<file path="src/rtl/serial_word_adder_pkg.sv">
// Shared types and constants for the serial word adder.
// Provides the FSM state type, default sizes and the index-width helper.
package serial_word_adder_pkg;

    localparam int DEF_DATA_WIDTH = 8;
    localparam int DEF_NUM_BYTES  = 4;

    typedef enum logic [1:0] {
        IDLE = 2'd0,
        RUN  = 2'd1,
        DONE = 2'd2
    } state_t;

    // Width of the byte index; a one-byte word still needs a 1-bit index.
    function automatic int idx_width(input int n);
        return (n <= 1) ? 1 : $clog2(n);
    endfunction

endpackage

</file>
<file path="src/rtl/serial_word_adder_if.sv">
// Start/done handshake and operand/result bus of the serial word adder.
// master: start, word_a, word_b, carry_in out; results and status in.
// slave:  the reverse; used by the adder itself.
interface serial_word_adder_if
    import serial_word_adder_pkg::*;
#(
    parameter int DATA_WIDTH = DEF_DATA_WIDTH,
    parameter int NUM_BYTES  = DEF_NUM_BYTES
);

    localparam int W = DATA_WIDTH * NUM_BYTES;

    logic         start;
    logic [W-1:0] word_a;
    logic [W-1:0] word_b;
    logic         carry_in;
    logic [W-1:0] word_sum;
    logic         carry_out;
    logic         overflow;
    logic         busy;
    logic         done;

    modport master (
        output start,
        output word_a,
        output word_b,
        output carry_in,
        input  word_sum,
        input  carry_out,
        input  overflow,
        input  busy,
        input  done
    );

    modport slave (
        input  start,
        input  word_a,
        input  word_b,
        input  carry_in,
        output word_sum,
        output carry_out,
        output overflow,
        output busy,
        output done
    );

endinterface

</file>
<file path="src/rtl/serial_word_adder_byte_adder.sv">
// Combinational DATA_WIDTH-bit adder slice with carry in and carry out.
// Ports: a, b (operand slices), cin, sum (slice result), cout.
module byte_adder #(
    parameter int DATA_WIDTH = 8
) (
    input  logic [DATA_WIDTH-1:0] a,
    input  logic [DATA_WIDTH-1:0] b,
    input  logic                  cin,
    output logic [DATA_WIDTH-1:0] sum,
    output logic                  cout
);

    logic [DATA_WIDTH:0] full;

    assign full = {1'b0, a} + {1'b0, b} + {{DATA_WIDTH{1'b0}}, cin};
    assign sum  = full[DATA_WIDTH-1:0];
    assign cout = full[DATA_WIDTH];

endmodule

</file>
<file path="src/rtl/serial_word_adder.sv">
// Adds two NUM_BYTES-slice words one slice per clock through one byte_adder.
// Ports: clk, rst_n (async, active low), bus (slave side of the handshake).
module serial_word_adder
    import serial_word_adder_pkg::*;
#(
    parameter int DATA_WIDTH = DEF_DATA_WIDTH,
    parameter int NUM_BYTES  = DEF_NUM_BYTES
) (
    input  logic                clk,
    input  logic                rst_n,
    serial_word_adder_if.slave  bus
);

    localparam int W  = DATA_WIDTH * NUM_BYTES;
    localparam int IW = idx_width(NUM_BYTES);
    localparam logic [IW-1:0] LAST = IW'(NUM_BYTES - 1);

    state_t state;
    state_t state_nxt;

    logic [IW-1:0] idx;
    logic [W-1:0]  a_reg;
    logic [W-1:0]  b_reg;
    logic [W-1:0]  sum_reg;
    logic          c_reg;

    logic [W-1:0]  word_sum_r;
    logic          carry_out_r;
    logic          overflow_r;

    logic load;
    logic step;
    logic last;

    int                  lsb;
    logic [DATA_WIDTH-1:0] a_slice;
    logic [DATA_WIDTH-1:0] b_slice;
    logic [DATA_WIDTH-1:0] s_slice;
    logic                  s_cout;
    logic [W-1:0]          sum_next;
    logic                  ovf_next;

    always_ff @(posedge clk or negedge rst_n) begin
        if (!rst_n) begin
            state <= IDLE;
        end else begin
            state <= state_nxt;
        end
    end

    // DONE accepts a new start just like IDLE so start held high
    // yields one result every NUM_BYTES+1 cycles.
    always_comb begin
        state_nxt = state;
        load      = 1'b0;
        step      = 1'b0;
        last      = 1'b0;
        unique case (state)
            IDLE: begin
                if (bus.start) begin
                    load      = 1'b1;
                    state_nxt = RUN;
                end
            end
            RUN: begin
                step = 1'b1;
                if (idx == LAST) begin
                    last      = 1'b1;
                    state_nxt = DONE;
                end
            end
            DONE: begin
                if (bus.start) begin
                    load      = 1'b1;
                    state_nxt = RUN;
                end else begin
                    state_nxt = IDLE;
                end
            end
            default: begin
                state_nxt = IDLE;
            end
        endcase
    end

    assign lsb     = int'(idx) * DATA_WIDTH;
    assign a_slice = a_reg[lsb +: DATA_WIDTH];
    assign b_slice = b_reg[lsb +: DATA_WIDTH];

    byte_adder #(
        .DATA_WIDTH (DATA_WIDTH)
    ) u_byte_adder (
        .a    (a_slice),
        .b    (b_slice),
        .cin  (c_reg),
        .sum  (s_slice),
        .cout (s_cout)
    );

    // Sum register with the current slice merged in; on the last RUN
    // cycle this is the complete word, so outputs load from it directly.
    always_comb begin
        sum_next = sum_reg;
        sum_next[lsb +: DATA_WIDTH] = s_slice;
        ovf_next = (a_reg[W-1] == b_reg[W-1])
                && (sum_next[W-1] != a_reg[W-1]);
    end

    always_ff @(posedge clk or negedge rst_n) begin
        if (!rst_n) begin
            idx         <= '0;
            a_reg       <= '0;
            b_reg       <= '0;
            sum_reg     <= '0;
            c_reg       <= 1'b0;
            word_sum_r  <= '0;
            carry_out_r <= 1'b0;
            overflow_r  <= 1'b0;
        end else begin
            if (load) begin
                a_reg <= bus.word_a;
                b_reg <= bus.word_b;
                c_reg <= bus.carry_in;
                idx   <= '0;
            end else if (step) begin
                sum_reg <= sum_next;
                c_reg   <= s_cout;
                idx     <= idx + 1'b1;
            end
            if (last) begin
                word_sum_r  <= sum_next;
                carry_out_r <= s_cout;
                overflow_r  <= ovf_next;
            end
        end
    end

    assign bus.word_sum  = word_sum_r;
    assign bus.carry_out = carry_out_r;
    assign bus.overflow  = overflow_r;
    assign bus.busy      = (state == RUN);
    assign bus.done      = (state == DONE);

endmodule

</file>
<file path="src/flat_wrapper.sv">
// flat-port wrapper written by rule: the top's interface ports become plain ports
module serial_word_adder_flat import serial_word_adder_pkg::*;
#(
    parameter int DATA_WIDTH = DEF_DATA_WIDTH,
    parameter int NUM_BYTES  = DEF_NUM_BYTES
)
  (clk, rst_n, bus_start, bus_word_a, bus_word_b, bus_carry_in, bus_word_sum, bus_carry_out, bus_overflow, bus_busy, bus_done);
  serial_word_adder_if #(.DATA_WIDTH(DATA_WIDTH), .NUM_BYTES(NUM_BYTES)) bus_i ();
  input  logic clk;
  input  logic rst_n;
  input wire logic [$bits(bus_i.start)-1:0] bus_start;
  input wire logic [$bits(bus_i.word_a)-1:0] bus_word_a;
  input wire logic [$bits(bus_i.word_b)-1:0] bus_word_b;
  input wire logic [$bits(bus_i.carry_in)-1:0] bus_carry_in;
  output wire logic [$bits(bus_i.word_sum)-1:0] bus_word_sum;
  output wire logic [$bits(bus_i.carry_out)-1:0] bus_carry_out;
  output wire logic [$bits(bus_i.overflow)-1:0] bus_overflow;
  output wire logic [$bits(bus_i.busy)-1:0] bus_busy;
  output wire logic [$bits(bus_i.done)-1:0] bus_done;
  assign bus_i.start = bus_start;
  assign bus_i.word_a = bus_word_a;
  assign bus_i.word_b = bus_word_b;
  assign bus_i.carry_in = bus_carry_in;
  assign bus_word_sum = bus_i.word_sum;
  assign bus_carry_out = bus_i.carry_out;
  assign bus_overflow = bus_i.overflow;
  assign bus_busy = bus_i.busy;
  assign bus_done = bus_i.done;
  serial_word_adder #(.DATA_WIDTH(DATA_WIDTH), .NUM_BYTES(NUM_BYTES)) u_core (.clk(clk), .rst_n(rst_n), .bus(bus_i));
endmodule
</file>
<file path="config.mk">
export PLATFORM = sky130hd
export DESIGN_NAME = serial_word_adder_flat
export DESIGN_NICKNAME = d
export VERILOG_FILES = /design/src/rtl/serial_word_adder_pkg.sv /design/src/rtl/serial_word_adder_if.sv /design/src/rtl/serial_word_adder_byte_adder.sv /design/src/rtl/serial_word_adder.sv /design/src/flat_wrapper.sv
export SDC_FILE = /design/constraint.sdc
export NUM_CORES = 1
export LEC_CHECK = 0
export ABC_AREA = 0
export BUFFER_PORTS_ARGS = -buffer_cell sky130_fd_sc_hd__buf_2
export CAP_MARGIN = 20
export CORE_MARGIN = 5
export CORE_UTILIZATION = 50
export CTS_CLUSTER_DIAMETER = 30
export CTS_CLUSTER_SIZE = 20
export DETAILED_ROUTE_END_ITERATION = 10
export GPL_TIMING_DRIVEN = 0
export MAX_ROUTING_LAYER = met4
export PLACE_DENSITY = 0.82
export SYNTH_ARGS = -nofsm -noshare
export SYNTH_HDL_FRONTEND = slang
export SYNTH_SLANG_ARGS = --single-unit
</file>
<file path="constraint.sdc">
create_clock -name clk -period 3.3 [get_ports clk]
set_clock_uncertainty 0.2 [all_clocks]
set_input_delay 0.33 -clock clk [delete_from_list [all_inputs] [get_ports clk]]
set_output_delay 0.33 -clock clk [all_outputs]
set_load 0.02 [all_outputs]
</file>
# Word level (Yosys, flattened, before mapping)
# Index checks and enable logic that the tools add are counted.
[totals]
register_bits = 135
input_bits = 68
output_inout_bits = 36
wordCells = 45
[classes]
add_sub_neg = 4
n_eq_ne = 7
shifts = 4
muxes = 14
bitwise = 1
n_reduce_logical = 6
[op_table]
columns = ["operator", "count"]
rows = [
  ["indexed part select 32 x 6 -> 8 bit", 2],
  ["negation 5 -> 33 bit", 1],
  ["variable shift 8 x 33 -> 32 bit (first input constant)", 1],
  ["indexed part select 8 x 33 -> 32 bit", 1],
  ["bitwise mux 32 bit", 1],
  ["adder 8 x 8 -> 9 bit", 1],
  ["adder 9 x 1 -> 9 bit", 1],
  ["2-to-1 mux 1 bit", 8],
  ["2-to-1 mux 2 bit", 4],
  ["case mux 2 bit (3 select lines)", 1],
  ["== test 2 bit (second input constant)", 2],
  ["AND reduction 2 bit", 2],
  ["adder 2 x 1 -> 2 bit (second input constant)", 1],
  ["== test 2 x 1 -> 1 bit (second input constant)", 1],
  ["zero test 2 bit", 1],
  ["!= test 2 x 1 -> 1 bit (second input constant)", 1],
  ["!= test 2 bit (second input constant)", 1],
  ["nonzero test 2 bit", 1],
  ["OR reduction 2 bit", 1],
  ["== test 1 bit", 1],
  ["logical AND 1 bit", 1],
  ["!= test 1 bit", 1],
  ["inverter 1 bit", 1],
]

# Longest topological paths before layout
[logic_depth]
ltp_word = 7
mapped_depth = 10
ltp_nobuf = 9

# Modules after synthesis
# A second synthesis with hierarchy kept.
[hier_totals]
hier_cells = 634
hier_area_um2 = 6252.2
[by_module_without_submodules]
columns = ["mod", "instances", "cells_per_inst", "area_each_um2", "seq_area_each_um2"]
rows = [
  ["serial_word_adder", 1, 592, 5920.7, 3378.2],
  ["byte_adder", 1, 42, 331.6, 0.0],
]

# Worst setup path before layout
# OpenSTA, ideal clock, no wires.
[synth_timing]
path_type = "register -> register"
start = "register u_core.idx[0]"
end = "register u_core.sum_reg[13]"
setup_time_ns = 0.121
t_arrival_ns = 2.847
required_ns = 2.979
path_slack_ns = 0.132
path_stages_with_launch = 9
path_buffers = 1
synth_period_minus_slack_ns = 3.168
path_cell_list = "dfrtp_1 -> buf_1 -> mux4_2 -> ha_1 -> o211a_1 -> o31a_1 -> or3_4 -> and2_1 -> a22o_1"
[synth_via]
elab_chain_cells = 5
elab_cells_between_ends = 8
cone_classes = "add/sub (3); shift (4); mux (1)"
[synth_lines]
columns = ["item", "line_no", "rtl"]
rows = [
  ["start, declared", "serial_word_adder.sv:21", "logic [IW-1:0] idx;"],
  ["start signal, assigned", "serial_word_adder.sv:128", "idx <= idx + 1'b1;"],
  ["indexed part select 32 x 6 -> 8 bit, on equally long branches", "serial_word_adder.sv:87, serial_word_adder.sv:88", ""],
  ["adder 8 x 8 -> 9 bit", "serial_word_adder_byte_adder.sv:15", "assign full = {1'b0, a} + {1'b0, b} + {{DATA_WIDTH{1'b0}}, cin};"],
  ["adder 9 x 1 -> 9 bit", "serial_word_adder_byte_adder.sv:15", ""],
  ["indexed part select 8 x 33 -> 32 bit", "serial_word_adder.sv:104", "sum_next[lsb +: DATA_WIDTH] = s_slice;"],
  ["bitwise mux 32 bit (*)", "serial_word_adder.sv:104", ""],
  ["end signal, assigned", "serial_word_adder.sv:126", "sum_reg <= sum_next;"],
  ["end, declared", "serial_word_adder.sv:24", "logic [W-1:0] sum_reg;"],
]
# Mark *: on every way between the ends. The rest lies on a longest branch, timed or not.
# A chain may end at the register's enable or synchronous reset.

# Worst setup path after layout
# Same ends and word-level chain as after synthesis.

==> out/summary.txt <==
RSZ-0062 raised after global routing: true
register clock-pin slew on the reported worst setup and hold paths: 0.05 ns
syn_area_per_cell: 12.5 um^2
final worst path period share: 97.9%
largest cells by area after synthesis: dfrtp_1 (55%), mux2_2 (12%), mux4_2 (5.9%)
Root Driver: clkbuf_16
reg2reg start: u_core.idx[0]$_DFFE_PN0P_
via count: 4,955
full die area: 14,500 um^2
pwr dens: 1260 nW/um^2
Detailed Route WL: 18.1 mm
Hold Violations, Final: 0
pin count of the biggest net entering global routing: 100
H-tree Lvls: 4
first-pass GRT wire length: 27.7 mm
Post-synth EDFFs: 0
CP max FO: 10
final setup violating endpoints: 0
count leader, synth: dfrtp_1
CTS buffer count: 17
wire per inst: 21.7 um
initial antenna violation count: 0
Core Area: 12,000 um^2
IO buf count: 103
Syn Nets: 571
antenna fix cells: 0
Async S/R FF share, synth: 100%
Mapped Area: 6100 um^2
Pre-Repair DR Iteration Count: 7
Cells on Worst Hold Path: 4
Slew Viols, Final: 0
slowest library cell on the worst path: mux4_2
Leakage: 3.75 nW
Layout Nets: 762
die width: 120 um
Seq/Total Area, Yosys: 55.3%
R2R cell count: 8
top cell type's share of synthesized area: 55.3%
slew margin rel.: 30.3%
grt total ovfl: 0
Min Hold Slack: 0.0718 ns
Max Cap Viol: 0
Ys Warns: 0
Max Freq: 309 MHz
vias per inst: 5.94
Hold Path End: u_core.c_reg$_DFFE_PN0P_
internal reg-to-reg setup slack: 0.07 ns
Layout Utilization: 67.8%
Startpoint Class: register
DRT iter0 DRCs: 438
clk buf depth: 2
WP data arrival: 3.33 ns
vias in the first global route: 5,160
Hold Startpoint: bus_carry_in
FF+latch count, synth: 135
cell taking the most area after synthesis: dfrtp_1
fin area: 8140 um^2
Finished Layout Cells: 834
Worst Path Required: 3.40 ns
CP cell instances: buf_8, mux4_2, ha_1, o211a_1, o31a_1, or3_4, and2_1, a22o_1
hold crit path type: in2reg
worst skew pair latency: 0.42 ns
worst vdd ir: 0.724 mV
Worst path max stage delay: 0.55 ns
Final ANT Viol Nets: 0
Commonest cells post-synth: dfrtp_1 (135), mux2_2 (65), nand2_1 (45)
post-DP HPWL: 11.1 mm
Netlist cell types: 48
Post-synth top flop: dfrtp_1
post-route minimum period: 3.23 ns
row cnt: 40
CP Class: reg2reg
die height: 120 um
fillers: 860
area grow syn2layout: 33.3%
num ports: 104
placed inst area: 6840 um^2
CTS tree: built
Inst Count DP: 739
RR Endpoint: u_core.sum_reg[13]$_DFFE_PN0P_
Synth Instances: 488
crit end category: register
clock sink count: 135
Least-Margin Pin Slew: 1.04 ns
initial cell density of the core: 50.8%
status: finished, final reports clean
aggregate global-route resource usage: 26.1%
fraction of layout cells with a size suffix above 1: 35.1%
Post-route DRC: 0
GPL Wtd Cong: 0.903
==> how the worst max path moves through the flow <==
stage	startpoint	to	slack (ns)
after floorplan	u_core.idx[0]$_DFFE_PN0P_	u_core.sum_reg[13]$_DFFE_PN0P_	0.13
after global placement	u_core.idx[1]$_DFFE_PN0P_	u_core.sum_reg[5]$_DFFE_PN0P_	-0.69
after detailed placement	u_core.idx[1]$_DFFE_PN0P_	u_core.sum_reg[5]$_DFFE_PN0P_	-0.75
after CTS	u_core.idx[0]$_DFFE_PN0P_	u_core.bus.word_sum[6]$_DFFE_PN0P_	0.0009
after global routing	u_core.idx[0]$_DFFE_PN0P_	u_core.bus.word_sum[30]$_DFFE_PN0P_	-0.02
final	u_core.idx[0]$_DFFE_PN0P_	u_core.sum_reg[13]$_DFFE_PN0P_	0.07
==> power by group <==
part           switching, mW  internal, mW  total, mW
combinational           3.45          2.23       5.68
sequential             0.434          2.38       2.81
clock                  0.653          1.09       1.74
==> worst max-delay path, delay by kind of cell (launching register included) <==
| kind | cells | cell delay [ns] |
|---|---|---|
| adder cells (fa/ha/maj) | 1 | 0.40 |
| AND/OR/NAND/NOR | 2 | 0.70 |
| buffers and inverters | 1 | 0.19 |
| multiplexers | 1 | 0.55 |
| AO/OA/AOI/OAI | 3 | 0.66 |
| flip-flops | 1 | 0.41 |
==> cell families after synthesis <==
family,after synthesis,share of synthesized area [%]
multiplexers,82,18.1
XOR/XNOR,1,0.143
buffers and inverters,37,2.42
flip-flops,135,55.3
adder cells (fa/ha/maj),15,3.32
AND/OR/NAND/NOR,98,7.17
AO/OA/AOI/OAI,120,13.5
==> layout by cell type (no fill, tap or decap), types with 8 or more instances in the layout <==
cell type and instances:
dfrtp_1 134, and3_1 8, dlygate4sd3_1 65, nor2_1 26, mux4_2 16, mux2_2 65
nand2_1 45, a32oi_1 8, a21oi_1 17, a22o_1 22, inv_1 15, buf_2 107
ha_1 13, clkbuf_16 17, o21ai_0 35, clkbuf_1 12
==> final cells by class <==
cell class                 instances  area, um^2  share of cell area, %
buffer                            20         105                   1.29
clock buffer                      23         488                   5.99
clock inverter                     4        47.5                  0.584
inverter                          17        63.8                  0.784
multi-input combinational        316        2650                   32.6
sequential                       135        3380                   41.5
tap                              147         184                   2.26
timing repair buffer             172        1220                   15.0
==> per-stage QoR <==
stage / total power, mW / setup TNS, ns / setup slack, ns
5_1_grt: 10.7 / -0.0487 / -0.0247
6_report: 10.2 / 0 / 0.0689
3_5_place_dp: 7.75 / -21.34 / -0.754
4_1_cts: 9.84 / 0 / 0.000854
2_1_floorplan: 6.10 / 0 / 0.132
3_3_place_gp: 7.51 / -16.58 / -0.687
==> what timing repair did <==
item	4_1_cts	5_1_grt
pin swaps	1	2
gates cloned	0	0
endpoints found under the setup margin	54	23
hold endpoints to repair	100	0
buffers inserted	1	2
hold buffers	65	0
gates resized for setup	18	10
==> routing by layer <==
metal	up-vias	track usage (%)	part of all wire, %
met5	-	-	0
met4	0	11.6	4.8
met3	74	6.13	6.5
met2	240	43.4	51
met1	2464	30.3	38
li1	2177	-	-
Power figures use the tool's default switching activity.
